**src/rtl/music_pkg.sv**
```systemverilog
// Shared definitions for the music capture/monitor path.
//   PRESET_W : width of a clock-divider preset
//   TIMEOUT  : default cycles without an edge before a tone is declared absent
//   state_t  : tone_period_meter state encoding
package music_pkg;

    localparam int unsigned PRESET_W = 11;
    localparam int unsigned TIMEOUT  = 4096;

    typedef enum logic [1:0] {
        IDLE,
        MEASURE,
        LOCKED
    } state_t;

endpackage

```
**src/rtl/sync_edge_det.sv**
```systemverilog
// Synchronizer plus any-edge detector for an asynchronous square wave.
//   clk       : system clock
//   rst_n     : synchronous active-low reset
//   din       : asynchronous input
//   tone_edge : registered one-cycle pulse on every rising or falling edge
//               of the synchronized input
module sync_edge_det #(
    parameter int unsigned SYNC_STAGES = 2
) (
    input  logic clk,
    input  logic rst_n,
    input  logic din,
    output logic tone_edge
);

    logic [SYNC_STAGES-1:0] sync_q;
    logic                   prev_q;

    always_ff @(posedge clk) begin
        if (!rst_n) begin
            sync_q    <= '0;
            prev_q    <= 1'b0;
            tone_edge <= 1'b0;
        end else begin
            sync_q    <= {sync_q[SYNC_STAGES-2:0], din};
            prev_q    <= sync_q[SYNC_STAGES-1];
            tone_edge <= sync_q[SYNC_STAGES-1] ^ prev_q;
        end
    end

endmodule

```
**src/rtl/tone_period_meter.sv**
```systemverilog
// Measures the half-period of a square-wave tone in clk cycles and recovers
// the divider preset P (half-period = P+1 cycles).
//   clk          : system clock
//   rst_n        : synchronous active-low reset
//   tone_in      : square wave to measure, may be asynchronous
//   preset_out   : recovered preset while locked, 0 otherwise
//   preset_valid : one-cycle pulse on each accepted measurement while locked
//   tone_present : high while locked
//   range_err    : one-cycle pulse when a half-period exceeds 2^PRESET_W cycles
module tone_period_meter #(
    parameter int unsigned PRESET_W    = music_pkg::PRESET_W,
    parameter int unsigned SYNC_STAGES = 2,
    parameter int unsigned LOCK_COUNT  = 2,
    parameter int unsigned TIMEOUT     = music_pkg::TIMEOUT
) (
    input  logic                clk,
    input  logic                rst_n,
    input  logic                tone_in,
    output logic [PRESET_W-1:0] preset_out,
    output logic                preset_valid,
    output logic                tone_present,
    output logic                range_err
);

    import music_pkg::*;

    localparam int unsigned CNT_W   = $clog2(TIMEOUT);
    localparam int unsigned MATCH_W = $clog2(LOCK_COUNT + 1);

    localparam logic [CNT_W-1:0]   CNT_MAX_IN = CNT_W'((1 << PRESET_W) - 1);
    localparam logic [CNT_W-1:0]   CNT_TO     = CNT_W'(TIMEOUT - 1);
    localparam logic [MATCH_W-1:0] MATCH_LOCK = MATCH_W'(LOCK_COUNT);
    localparam logic [MATCH_W-1:0] MATCH_ONE  = MATCH_W'(1);

    logic                tone_edge;
    state_t              state_q, state_d;
    logic [CNT_W-1:0]    cnt_q;
    logic [PRESET_W-1:0] cand_q, cand_d;
    logic [MATCH_W-1:0]  match_q, match_d;
    logic [PRESET_W-1:0] preset_q, preset_d;
    logic                present_q, present_d;
    logic                valid_q, valid_d;
    logic                rerr_q, rerr_d;
    logic                in_range;
    logic                same_as_cand;
    logic                same_as_preset;

    sync_edge_det #(
        .SYNC_STAGES(SYNC_STAGES)
    ) u_sync_edge_det (
        .clk      (clk),
        .rst_n    (rst_n),
        .din      (tone_in),
        .tone_edge(tone_edge)
    );

    assign in_range       = (cnt_q <= CNT_MAX_IN);
    assign same_as_cand   = (cnt_q == CNT_W'(cand_q));
    assign same_as_preset = (cnt_q == CNT_W'(preset_q));

    always_comb begin
        state_d   = state_q;
        cand_d    = cand_q;
        match_d   = match_q;
        preset_d  = preset_q;
        present_d = present_q;
        valid_d   = 1'b0;
        rerr_d    = 1'b0;

        case (state_q)
            IDLE: begin
                if (tone_edge) begin
                    state_d = MEASURE;
                    match_d = '0;
                end
            end

            MEASURE: begin
                if (tone_edge) begin
                    if (in_range) begin
                        if (match_q != '0 && same_as_cand) begin
                            match_d = match_q + MATCH_ONE;
                        end else begin
                            cand_d  = cnt_q[PRESET_W-1:0];
                            match_d = MATCH_ONE;
                        end
                        if (match_d >= MATCH_LOCK) begin
                            state_d   = LOCKED;
                            preset_d  = cand_d;
                            present_d = 1'b1;
                            valid_d   = 1'b1;
                        end
                    end else begin
                        rerr_d  = 1'b1;
                        match_d = '0;
                    end
                end else if (cnt_q == CNT_TO) begin
                    state_d   = IDLE;
                    match_d   = '0;
                    preset_d  = '0;
                    present_d = 1'b0;
                end
            end

            LOCKED: begin
                if (tone_edge) begin
                    if (in_range && same_as_preset) begin
                        valid_d = 1'b1;
                    end else if (in_range) begin
                        state_d   = MEASURE;
                        cand_d    = cnt_q[PRESET_W-1:0];
                        match_d   = MATCH_ONE;
                        preset_d  = '0;
                        present_d = 1'b0;
                    end else begin
                        state_d   = MEASURE;
                        rerr_d    = 1'b1;
                        match_d   = '0;
                        preset_d  = '0;
                        present_d = 1'b0;
                    end
                end else if (cnt_q == CNT_TO) begin
                    state_d   = IDLE;
                    match_d   = '0;
                    preset_d  = '0;
                    present_d = 1'b0;
                end
            end

            default: begin
                state_d = IDLE;
            end
        endcase
    end

    always_ff @(posedge clk) begin
        if (!rst_n) begin
            state_q   <= IDLE;
            cnt_q     <= '0;
            cand_q    <= '0;
            match_q   <= '0;
            preset_q  <= '0;
            present_q <= 1'b0;
            valid_q   <= 1'b0;
            rerr_q    <= 1'b0;
        end else begin
            state_q   <= state_d;
            cand_q    <= cand_d;
            match_q   <= match_d;
            preset_q  <= preset_d;
            present_q <= present_d;
            valid_q   <= valid_d;
            rerr_q    <= rerr_d;
            // Clearing on entry to IDLE keeps cnt from wrapping past the
            // timeout value on the cycle the timeout fires.
            if (tone_edge || state_d == IDLE) begin
                cnt_q <= '0;
            end else begin
                cnt_q <= cnt_q + 1'b1;
            end
        end
    end

    assign preset_out   = preset_q;
    assign preset_valid = valid_q;
    assign tone_present = present_q;
    assign range_err    = rerr_q;

endmodule
```
**config.mk**
```make
export PLATFORM = sky130hd
export DESIGN_NAME = tone_period_meter
export DESIGN_NICKNAME = d
export VERILOG_FILES = /design/src/rtl/music_pkg.sv /design/src/rtl/sync_edge_det.sv /design/src/rtl/tone_period_meter.sv
export SDC_FILE = /design/constraint.sdc
export NUM_CORES = 1
export LEC_CHECK = 0
export CAP_MARGIN = 30
export CORE_UTILIZATION = 30
export DETAILED_ROUTE_END_ITERATION = 10
export GPL_ROUTABILITY_DRIVEN = 0
export GPL_TIMING_DRIVEN = 0
export PLACE_DENSITY = 0.55
export SYNTH_ARGS = -nofsm -noshare
export SYNTH_HDL_FRONTEND = slang
export SYNTH_SLANG_ARGS = --single-unit
```
**constraint.sdc**
```tcl
create_clock -name clk -period 1.7 [get_ports clk]
set_input_delay 0.34 -clock clk [delete_from_list [all_inputs] [get_ports clk]]
set_output_delay 0.34 -clock clk [all_outputs]
set_load 0.05 [all_outputs]
```
==> run_results.csv <==
group,metric,value,unit
sta,relSlewSlack,0.584,
logic_synthesis,seq_area_frac_synth,0.380,
global_routing,grt_pass1_wl,9090,um
logic_synthesis,ys_ff_latch,45,
logic_synthesis,yosys.area_share.adder,0.0317,
final_layout,drive_gt1_frac,0.406,
route,dr.first_iter.drc_count,63,
sta,rsz0062_at_grt,"yes",
setup_path,end_kind,"flip-flop",
place,place_area,2720,um^2
logic_synthesis,avgSynthCellArea,9.96,um^2
power_and_ir_drop,p_sw_frac,0.221,
sta,post-route-min-period,1960,ps
floorplanning,ios,17,
sta,slew_violations,0,
setup_path,crit_type,"flip-flop to flip-flop",
route,firstDrtPassIters,5,
setup_path,r2r_setup_slack,-260,ps
flow_run,maxCapViolations,0,
sta,max_freq,509,MHz
clock_network,cts_tree,"built",
setup_path,reg2reg_depth,8,
clock_network,clkLatencyLatePin,300,ps
final_layout,diodes,0,
logic_synthesis,synthCells,238,
global_routing,grt_usage,0.142,
clock_network,clk_pin_slew_worst_paths,80,ps
global_routing,antenna_found_initial,0,
clock_network,clock_sinks,45,
logic_synthesis,synthArstFlopShare,0,
power_and_ir_drop,cellLeakagePower,1.26,nW
setup_path,cp_data_arrival_time,2130,ps
power_and_ir_drop,power.switching,0.000398,W
sta,timing.final.ws_setup,-263,ps
power_and_ir_drop,p_seq_frac,0.581,
setup_path,reg2reg_to,"cnt_q[0]",
logic_synthesis,synth_area,2370,um^2
final_layout,syn_to_final_growth,36.9,%
final_layout,final_cell_mix,"25 x dfxtp_1, 21 x nor2_1, 18 x buf_4",
setup_path,worstPathRequired,1870,ps
route,drt-wirelength-per-cell,14.6,um
clock_network,htree_levels,2,
logic_synthesis,synth_top_family_by_area,"simple AND/OR/NAND/NOR gates",
run_status,status,"finished with violations",
global_routing,gr-total-overflow,0,
place,place_ws,-586,ps
floorplanning,start_util,0.308,
sta,fin_crit_sh,1.15,
logic_synthesis,synth_xor_xnor_area_share,0.122,
logic_synthesis,ys_warn_count,0,
logic_synthesis,synth-simple-area-share,0.201,
global_routing,grt_start_max_net_pins,14,
power_and_ir_drop,powerDensity,554,nW/um^2
hold_path,hold_depth,1,
power_and_ir_drop,p_int,0.00140,W
final_layout,final_area,3240,um^2
setup_path,r2r-start,"cnt_q[9]",
hold_path,worstHoldStart,"u_sync_edge_det.sync_q[0]",
hold_path,min_to,"u_sync_edge_det.sync_q[1]",
route,ant_nets,0,
global_routing,grt_pass1_vias,1784,
floorplanning,coreArea,7690,um^2
setup_path,cp-start-kind,"flip-flop",
place,dp_cells,356,
logic_synthesis,synth_edf_count,0,
clock_network,cts_max_path_buffers,2,
power_and_ir_drop,ir_drop,0.246,mV
route,via_per_inst,4.86,
sta,clock_skew,4.79,ps
setup_path,cp_max_fo,7,
place,dp_hpwl,3610,um
final_layout,instances_no_fill,385,
route,drc,0,
sta,tightest_slew,622,ps
clock_network,cts_hold_buf,0,
floorplanning,dieArea,8260,um^2
final_layout,final_common_cell,"dfxtp_1",
logic_synthesis,yosys-top-cells-area,"dfxtp_1 38%, xor2_1 6.7%, buf_6 5.7%, xnor2_1 5.5%, mux2i_1 4.6%",
power_and_ir_drop,power_frac_comb,0.036,
final_layout,finalNetCount,291,
logic_synthesis,synth_cell_types,42,
route,wl,5610,um
logic_synthesis,yosysTopAreaCell,"dfxtp_1",
logic_synthesis,syn_nets,247,
place,port_buffers,16,
power_and_ir_drop,clock_power_share,0.383,
route,vias,1873,
logic_synthesis,synth.top_cell.area_share,0.380,
sta,hold_violations,0,
floorplanning,fp.dieH,90.9,um
clock_network,root_buffer,"clkbuf_8",
floorplanning,fp.dieW,90.9,um
hold_path,hold_path_class,"flip-flop to flip-flop",
floorplanning,rows,32,
logic_synthesis,synthMuxAreaShare,0.0512,
run_status,violations,"setup timing",
clock_network,numCtsBuffers,5,
sta,setup_viol,38,
logic_synthesis,synth_compound_area_frac,0.116,
logic_synthesis,synth_ff_type,"dfxtp_1",
[worst max-delay path: stages, from the launching register on]
cell and delay (ps):
dfxtp_1 330, buf_6 130, xnor2_1 120, nand4_1 180, nor3_4 330, nand4_1 250
a2bb2oi_4 270, buf_6 170, nor3_2 40
[flip-flops by register name, summed over array words and instances (netlist names)]
signal,cells
u_sync_edge_det.prev_q,1
tone_present,1
range_err,1
cand_q,11
u_sync_edge_det.tone_edge,1
preset_valid,1
state_q,2
u_sync_edge_det.sync_q,2
preset_out,11
cnt_q,12
match_q,2
[metal layers]
metal	track usage	wire, um
met5	0	0
met4	0.0542	102
met3	0.0362	281
met2	0.225	2630
met1	0.183	2590
[worst max path at each step]
| stage | startpoint | end | slack [ps] |
|---|---|---|---|
| floorplan | cnt_q[0] | preset_out[3] | -30 |
| CTS | cnt_q[1] | cnt_q[8] | -240 |
| global route | cnt_q[1] | cnt_q[0] | -380 |
| detailed placement | rst_n | cnt_q[8] | -590 |
| global placement | rst_n | cnt_q[2] | -550 |
| finish | cnt_q[9] | cnt_q[0] | -260 |
[synthesized netlist by cell type, types with 2 or more instances]
library cell,n
a22o_1,11
nand3_1,8
xor2_1,18
buf_2,3
o31ai_1,2
o21ai_0,9
nand4_1,9
a21oi_1,5
nor4_2,3
and3_1,3
nor3_4,2
xnor2_1,15
nor3_2,10
nor2_1,24
clkbuf_8,2
inv_1,9
o41ai_1,2
ha_1,6
mux2i_1,11
and2_1,4
buf_6,12
nand2_1,6
dfxtp_1,45
[power groups by stage]
stage	Sequential [W]	Clock (W)	Combinational, W
after floorplan	0.00107	0	0.0000367
after global placement	0.00107	0	0.0000534
after detailed placement	0.00107	0	0.0000539
after CTS	0.00105	0.000703	0.0000587
after global routing	0.00105	0.000756	0.0000697
final	0.00104	0.000689	0.0000642
[logic make-up after synthesis]
kind of cell	after synthesis
XOR/XNOR	33
flip-flops	45
adder cells (fa/ha/maj)	6
AO/OA/AOI/OAI	37
AND/OR/NAND/NOR	76
multiplexers	12
buffers and inverters	29
[repair_timing]
item	CTS	global route
cloned	1	1
pin swaps	23	14
buffers inserted	14	6
gates resized for setup	53	23
endpoints found under the setup margin	51	39
[metrics by stage]
step | hold WS (ps) | setup TNS [ps] | power [W] | util
floorplan | 412 | -299 | 0.00111 | -
global route | 467 | -12580 | 0.00187 | 0.422
finish | 436 | -7760 | 0.00180 | 0.422
detailed placement | 418 | -13090 | 0.00113 | 0.354
CTS | 440 | -6800 | 0.00181 | 0.399
global placement | 417 | -12610 | 0.00113 | 0.354
[area by class of cell]
| type | instances | area, um^2 |
|---|---|---|
| inverter | 9 | 33.8 |
| multi-input combinational | 164 | 1490 |
| sequential | 45 | 948 |
| buffer | 19 | 213 |
| clock buffer | 8 | 90.1 |
| tap | 102 | 128 |
| fill | 752 | 4440 |
| timing repair buffer | 38 | 343 |
Power figures use the tool's default switching activity.
